`src/rtl/pipe_hazard_ctrl.sv`:
```
// Purpose : two-phase Dec/Exe/WB pipeline controller with forwarding select, stall and flush.
// Latency : strobes, forward selects and stall are combinational; flush appears one cycle after the branch commit.
// Backpressure: Stall holds decode and gates DecExeBufferWr/PCRegWr on the commit phase; Flush overrides Stall.
//
// Ports:
//   CLK, RST           clock, synchronous active-low reset (all outputs forced low while RST=0)
//   RegOpA/B, UseA/B   operand addresses and use flags of the instruction in decode
//   IsMul, IsHiLo      decoded MUL / GHI-GLO
//   FwdDest/Valid/Ready  per-source destination, writeback flag and result availability
//   BranchTaken        taken branch resolved in Exe
//   DecExeBufferWr, PCRegWr, ExeWbBufferWr, RegBankWr   pipeline write strobes
//   FwdSelA/B          0 = register bank, k+1 = forwarding source k
//   Stall, Flush, MulBusy
// Optional feature: define ZERO_REG_EN to make register 0 hard-zero (never forwarded, never stalls).

module pipe_hazard_ctrl #(
  parameter int RADDR_W = 4,
  parameter int NUM_FWD = 2,
  parameter int MUL_LAT = 3,
  parameter int SEL_W   = $clog2(NUM_FWD + 1)
) (
  input  logic                       CLK,
  input  logic                       RST,
  input  logic [RADDR_W-1:0]         RegOpA,
  input  logic [RADDR_W-1:0]         RegOpB,
  input  logic                       UseA,
  input  logic                       UseB,
  input  logic                       IsMul,
  input  logic                       IsHiLo,
  input  logic [NUM_FWD*RADDR_W-1:0] FwdDest,
  input  logic [NUM_FWD-1:0]         FwdValid,
  input  logic [NUM_FWD-1:0]         FwdReady,
  input  logic                       BranchTaken,
  output logic                       DecExeBufferWr,
  output logic                       PCRegWr,
  output logic                       ExeWbBufferWr,
  output logic                       RegBankWr,
  output logic [SEL_W-1:0]           FwdSelA,
  output logic [SEL_W-1:0]           FwdSelB,
  output logic                       Stall,
  output logic                       Flush,
  output logic                       MulBusy
);

  localparam int CNT_W = (MUL_LAT < 1) ? 1 : $clog2(MUL_LAT + 1);

  logic             phase_q, phase_d;
  logic [CNT_W-1:0] mul_cnt_q, mul_cnt_d;
  logic             flush_pend_q, flush_pend_d;

  logic [RADDR_W-1:0] fwd_dest [NUM_FWD];
  logic [NUM_FWD-1:0] match_a, match_b;
  logic [SEL_W-1:0]   sel_a, sel_b;
  logic               rdy_a, rdy_b;
  logic               data_stall, mul_stall, mul_busy, stall_int;

  // Source matching against both operands.
  always_comb begin
    for (int k = 0; k < NUM_FWD; k++) begin
      fwd_dest[k] = FwdDest[k*RADDR_W +: RADDR_W];
`ifdef ZERO_REG_EN
      // Register 0 is hard-zero: neither a zero operand nor a zero destination can match.
      match_a[k] = UseA & FwdValid[k] & (fwd_dest[k] == RegOpA)
                 & (RegOpA != '0) & (fwd_dest[k] != '0);
      match_b[k] = UseB & FwdValid[k] & (fwd_dest[k] == RegOpB)
                 & (RegOpB != '0) & (fwd_dest[k] != '0);
`else
      match_a[k] = UseA & FwdValid[k] & (fwd_dest[k] == RegOpA);
      match_b[k] = UseB & FwdValid[k] & (fwd_dest[k] == RegOpB);
`endif
    end
  end

  // Walk from oldest to youngest so the youngest (lowest index) match wins;
  // its readiness alone decides the data stall, an older ready copy is stale.
  always_comb begin
    sel_a = '0;
    sel_b = '0;
    rdy_a = 1'b1;
    rdy_b = 1'b1;
    for (int k = NUM_FWD - 1; k >= 0; k--) begin
      if (match_a[k]) begin
        sel_a = SEL_W'(k + 1);
        rdy_a = FwdReady[k];
      end
      if (match_b[k]) begin
        sel_b = SEL_W'(k + 1);
        rdy_b = FwdReady[k];
      end
    end
  end

  assign mul_busy   = (mul_cnt_q != '0);
  assign data_stall = ~rdy_a | ~rdy_b;
  assign mul_stall  = (IsMul | IsHiLo) & mul_busy;
  // A pending flush discards the decode instruction, so it must not be held.
  assign stall_int  = (data_stall | mul_stall) & ~flush_pend_q;

  // State register.
  always_ff @(posedge CLK) begin
    if (!RST) begin
      phase_q      <= 1'b0;
      mul_cnt_q    <= '0;
      flush_pend_q <= 1'b0;
    end else begin
      phase_q      <= phase_d;
      mul_cnt_q    <= mul_cnt_d;
      flush_pend_q <= flush_pend_d;
    end
  end

  // Next-state logic.
  always_comb begin
    phase_d      = ~phase_q;
    mul_cnt_d    = mul_cnt_q;
    flush_pend_d = flush_pend_q;

    // A MUL only occupies the multiplier if it actually commits.
    if (phase_q & IsMul & ~stall_int & ~flush_pend_q) begin
      mul_cnt_d = CNT_W'(MUL_LAT);
    end else if (mul_busy) begin
      mul_cnt_d = mul_cnt_q - CNT_W'(1);
    end

    // The flush commit ends the pending flush; a branch seen on that commit
    // belongs to the bubble in Exe and is dropped.
    if (phase_q) begin
      if (flush_pend_q) begin
        flush_pend_d = 1'b0;
      end else if (BranchTaken) begin
        flush_pend_d = 1'b1;
      end
    end
  end

  // Output logic, all forced low during reset.
  always_comb begin
    DecExeBufferWr = 1'b0;
    PCRegWr        = 1'b0;
    ExeWbBufferWr  = 1'b0;
    RegBankWr      = 1'b0;
    FwdSelA        = '0;
    FwdSelB        = '0;
    Stall          = 1'b0;
    Flush          = 1'b0;
    MulBusy        = 1'b0;
    if (RST) begin
      RegBankWr      = ~phase_q;
      ExeWbBufferWr  = phase_q;
      DecExeBufferWr = phase_q & ~stall_int;
      PCRegWr        = phase_q & ~stall_int;
      FwdSelA        = sel_a;
      FwdSelB        = sel_b;
      Stall          = stall_int;
      Flush          = flush_pend_q;
      MulBusy        = mul_busy;
    end
  end

endmodule
```
`config.mk`:
```
export PLATFORM = sky130hd
export DESIGN_NAME = pipe_hazard_ctrl
export DESIGN_NICKNAME = d
export VERILOG_FILES = /design/src/rtl/pipe_hazard_ctrl.sv
export SDC_FILE = /design/constraint.sdc
export NUM_CORES = 1
export LEC_CHECK = 0
export ABC_CLOCK_PERIOD_IN_PS = 2440
export BUFFER_PORTS_ARGS = -buffer_cell sky130_fd_sc_hd__buf_4
export CAP_MARGIN = 5
export CORE_AREA = 2 2 39 41
export CTS_BUF_LIST = sky130_fd_sc_hd__clkbuf_16
export DETAILED_ROUTE_END_ITERATION = 8
export DIE_AREA = 0 0 41 43
export PLACE_DENSITY = 0.74
export RECOVER_POWER = 50
export SETUP_SLACK_MARGIN = 0.02
export SKIP_LAST_GASP = 1
export SYNTH_ARGS = -nofsm -noshare
export SYNTH_HDL_FRONTEND = slang
export SYNTH_SLANG_ARGS = --single-unit
```
`constraint.sdc`:
```
create_clock -name CLK -period 2.44 [get_ports CLK]
set_input_delay 0.488 -clock CLK [delete_from_list [all_inputs] [get_ports CLK]]
set_output_delay 0.488 -clock CLK [all_outputs]
set_load 0.02 [all_outputs]
```
* After elaboration in Yosys (flattened, before gate mapping)
Index checks and enable logic that the tools add are counted.
** Storage, ports and cells
- Register bits after elaboration :: 4
- Latch bits :: 0
- Memory bits (writable) :: 0
- ROM bits :: 0
- Output and inout port bits :: 11
- Word-level logic and storage cells :: 52
- Memories kept :: 0
** Cells by class
- $add $sub $neg :: 1
- Multiply operators :: 0
- Div/mod/pow operators :: 0
- Order comparisons :: 0
- Equality and inequality tests :: 4
- Shifts and indexed selects :: 0
- Multiplexer cells :: 20
- Bitwise gates (word level) :: 22
- Reductions and logical operators :: 2
** Operators by type and width (number)
- 4-bit == test :: 4
- 2-bit two-way mux :: 8
- 1-bit bitwise AND :: 14
- 1-bit two-way mux :: 12
- 1-bit NOT :: 5
- 2-bit nonzero test :: 2
- 1-bit OR :: 3
- 2-bit by 1-bit subtractor with 2-bit output, second input constant :: 1

* Depth between registers and ports, before layout
- Depth after elaboration :: 12
- Depth in mapped cells :: 7
- Mapped depth without buffers :: 6

* Worst setup path before layout
OpenSTA, ideal clock, no wires.
- Path kind :: in2out
- From :: input RegOpB[0]
- To :: output PCRegWr
- Data arrival time :: 2132 ps
- Setup slack :: -180 ps
- Stages :: 7
- Buffers on the path :: 1
- Path through :: inv_1 a22o_1 or4b_4 a21oi_2 o221ai_2 a21boi_1 buf_4
** Between the ends
- Longest elaborated chain between the ends :: 11
** RTL lines
- start, declared :: line 25 : input logic [RADDR_W-1:0] RegOpB,
- 4-bit == test :: line 69 : match_b[k] = UseB & FwdValid[k] & (fwd_dest[k] == RegOpB);
- 1-bit bitwise AND :: line 69
- 1-bit two-way mux :: line 86 : if (match_b[k]) begin
- 1-bit two-way mux * :: line 86
- 1-bit NOT * :: line 94 : assign data_stall = ~rdy_a | ~rdy_b;
- 1-bit OR * :: line 94
- 1-bit OR * :: line 97 : assign stall_int = (data_stall | mul_stall) & ~flush_pend_q;
- 1-bit bitwise AND * :: line 97
- 1-bit NOT *
- 1-bit bitwise AND *
- 1-bit two-way mux *
- end, declared :: line 35 : output logic PCRegWr,
Mark *: on every way between the ends. The rest lies on a longest branch, timed or not.

* Worst setup path after layout
- From :: input RegOpB[1]
- To :: output Stall
** Between the ends
- Longest elaborated chain between the ends :: 9
** RTL lines
- 4-bit == test :: line 69
- 1-bit bitwise AND :: line 69
- 1-bit two-way mux :: line 86
- 1-bit two-way mux * :: line 86
- 1-bit NOT * :: line 94
- 1-bit OR * :: line 94
- 1-bit OR * :: line 97
- 1-bit bitwise AND * :: line 97
- 1-bit two-way mux * :: line 147 : if (RST) begin
- end, declared :: line 40 : output logic Stall,
Marked as above.

==> flow_metrics.env <==
export IMPL_relSlewSlack_pct=77.1
export IMPL_postRouteAntennaNets=0
export IMPL_irDropWorstVdd_uv=237
export IMPL_place_port_buffers=37
export IMPL_status="finished, final reports clean"
export IMPL_worst_path_buf_inv=2
export IMPL_slowest_stage="or4b_4"
export IMPL_htree_levels=1
export IMPL_avgSynthCellArea_um2=7.43
export IMPL_cts_made_buffers=3
export IMPL_hold_buffers=0
export IMPL_die_area_um2=1760
export IMPL_die_x_um=41
export IMPL_power_density_nw_per_um2=628
export IMPL_r2r_cells=5
export IMPL_worstPathRequired_ns=1.95
export IMPL_crit_path_frequent_cell="buf_6"
export IMPL_setup_viol=0
export IMPL_yosysTopAreaCell="dfxtp_1"
export IMPL_layout_min_cycle_time_ns=2.43
export IMPL_fin_cells=124
export IMPL_p_leak_uw=0.000426
export IMPL_final_hold_violation_count=0
export IMPL_clkLatencyLatePin_ns=0.23
export IMPL_initial_utilization_pct=34.4
export IMPL_dieHeight_um=43
export IMPL_io_pins=38
export IMPL_crit_type="in -> out"
export IMPL_clockBufferDepth=2
export IMPL_synthFlopType="dfxtp_1"
export IMPL_rsz0062_at_grt="true"
export IMPL_postPlaceCellArea_um2=792
export IMPL_worstMarginPinSlew_ns=0.341
export IMPL_design_area_um2=901
export IMPL_syn_area_um2=475
export IMPL_cts_sinks=4
export IMPL_num_nets_final=138
export IMPL_overflow=0
export IMPL_drv_slew=0
export IMPL_via_per_inst=4.85
export IMPL_drcViolationCount=0
export IMPL_hp_class="reg -> reg"
export IMPL_critPathArrivalTime_ns=1.95
export IMPL_cap_viol_max_count=0
export IMPL_grt_pass1_vias=564
export IMPL_startpoint_type="input pin"
export IMPL_drt_pre_antenna_iters=3
export IMPL_drtIter0Drc=8
export IMPL_fmax_mhz=411
export IMPL_hpwl_um=1150
export IMPL_ys_warn_count=0
export IMPL_synth_edf_count=0
export IMPL_rows=14
export IMPL_hold_depth=2
export IMPL_place_inst=119
export IMPL_yosysSeqAreaShare_pct=16.8
export IMPL_ys_seq_elements=4
export IMPL_path_delay_family="simple AND/OR/NAND/NOR gates"
export IMPL_clk_pin_slew_ns=0.03
export IMPL_synthTopCellsByCount="8 x nor2_1, 8 x xor2_1, 7 x inv_1"
export IMPL_wirelength_um=1330
export IMPL_antennaDiodeCount=0
export IMPL_grtUsageTotal_pct=18.2
export IMPL_place_congestion=0.769
export IMPL_drive_above_1_share_pct=45.4
export IMPL_cts_root_buffer="clkbuf_16"
export IMPL_fin_crit_sh_pct=99.8
export IMPL_yosysTopAreaCellShare_pct=16.8
export IMPL_worstSetupPathDepth=8
export IMPL_clock_skew_ns=0.00249
export IMPL_synth_cell_type_count=26
export IMPL_coreArea_um2=1380
export IMPL_cpPeakStageDelay_ns=0.51
export IMPL_cp_end_kind="output port"
export IMPL_synth_net_count=92
export IMPL_grt_pass1_wl_um=2130
export IMPL_netlist_top_cells_area="dfxtp_1 17%, xor2_1 15%, xnor2_1 11%"
export IMPL_cts_tree="done"
export IMPL_vias=601
export IMPL_path_cells="buf_6, xor2_1, a21oi_1, or4b_4, a21oi_4, o221ai_2, and3_1, buf_6"
export IMPL_antenna_found_initial=0
export IMPL_routedWlPerCell_um=10.7
export IMPL_grt_max_degree=9
export IMPL_critPathMaxFanout=4
export IMPL_synthCells=64
export IMPL_async_flop_share_pct=0
export IMPL_syn2layout_area_growth_pct=89.5
## timing repair
| item | CTS | global route |
|---|---|---|
| resized for setup | 6 | 2 |
| setup endpoints to repair | 3 | 3 |
| pin swaps | 6 | 2 |
| setup buffers | 1 | 1 |
| hold endpoints to repair | 0 | 0 |
| cloned | 0 | 0 |
## through the flow
| step | total power [uW] | util [%] | setup TNS (ns) | setup WS, ns | hold slack [ns] |
|---|---|---|---|---|---|
| after detailed placement | 310 | 57.2 | -0.0586 | -0.0490 | 0.463 |
| after global routing | 602 | 65.1 | -0.125 | -0.0430 | 0.508 |
| after global placement | 304 | 57.2 | -0.0190 | -0.0190 | 0.458 |
| final | 566 | 65.1 | 0 | 0.00605 | 0.470 |
| after CTS | 577 | 64.8 | -0.0599 | -0.0213 | 0.471 |
| after floorplan | 225 | - | -0.0275 | -0.0275 | 0.450 |
## registers in the layout (all words and copies together), names as in the netlist
register and count:
mul_cnt_q 2, flush_pend_q 1, phase_q 1
## tightest hold or removal path, delay by kind of cell (launching register included)
| family | cells | cell delay [ns] |
|---|---|---|
| AND/OR/NAND/NOR | 1 | 0.06 |
| AO/OA/AOI/OAI | 1 | 0.06 |
| flip-flops | 1 | 0.30 |
## final cells by class
type,count,area [um^2]
inverters,7,26.3
repair buffers,42,315
fillers,121,483
multi-input cells,52,384
clock buffers,3,75.1
well taps,16,20.0
flip-flops and latches,4,80.1
## report_power, final
group	total (uW)	internal [uW]	switching (uW)
clock	256	209	46.9
sequential	90.5	81.6	8.96
combinational	219	111	109
total	566	402	164
## final timing paths
kind	start	endpoint	slack [ns]
worst max-delay path	RegOpB[1]	Stall	0.006
worst min-delay path	flush_pend_q	flush_pend_q	0.47
worst max register to register	mul_cnt_q[0]	mul_cnt_q[0]	1.28
worst min register to register	flush_pend_q	flush_pend_q	0.47
## placed cells by master, fill, tap and decap left out, types with 4 or more instances in the layout
master    instances
dfxtp_1           4
nand3_1           4
xnor2_1           6
nor2_1            8
buf_4            34
buf_6             4
xor2_1            8
inv_1             6
clkbuf_1          4
## layer usage
metal / GRT usage (%) / wire length, um / vias up
li1: - / - / 310
met1: 17.0 / 482 / 260
met2: 31.9 / 721 / 29
met3: 5.76 / 107 / 2
met4: 10.0 / 18 / 0
met5: 0 / 0 / -
## cell families after synthesis
logic type                 share of synthesized area [%]
and+or+nand+nor                                     27.4
buffers and inverters                               7.11
AOI/OAI and AO/OA                                   20.3
xor gates and xnor gates                            25.8
adders and majority gates                           2.63
DFF                                                 16.8
Note: power is estimated with default switching activity, not from simulation.
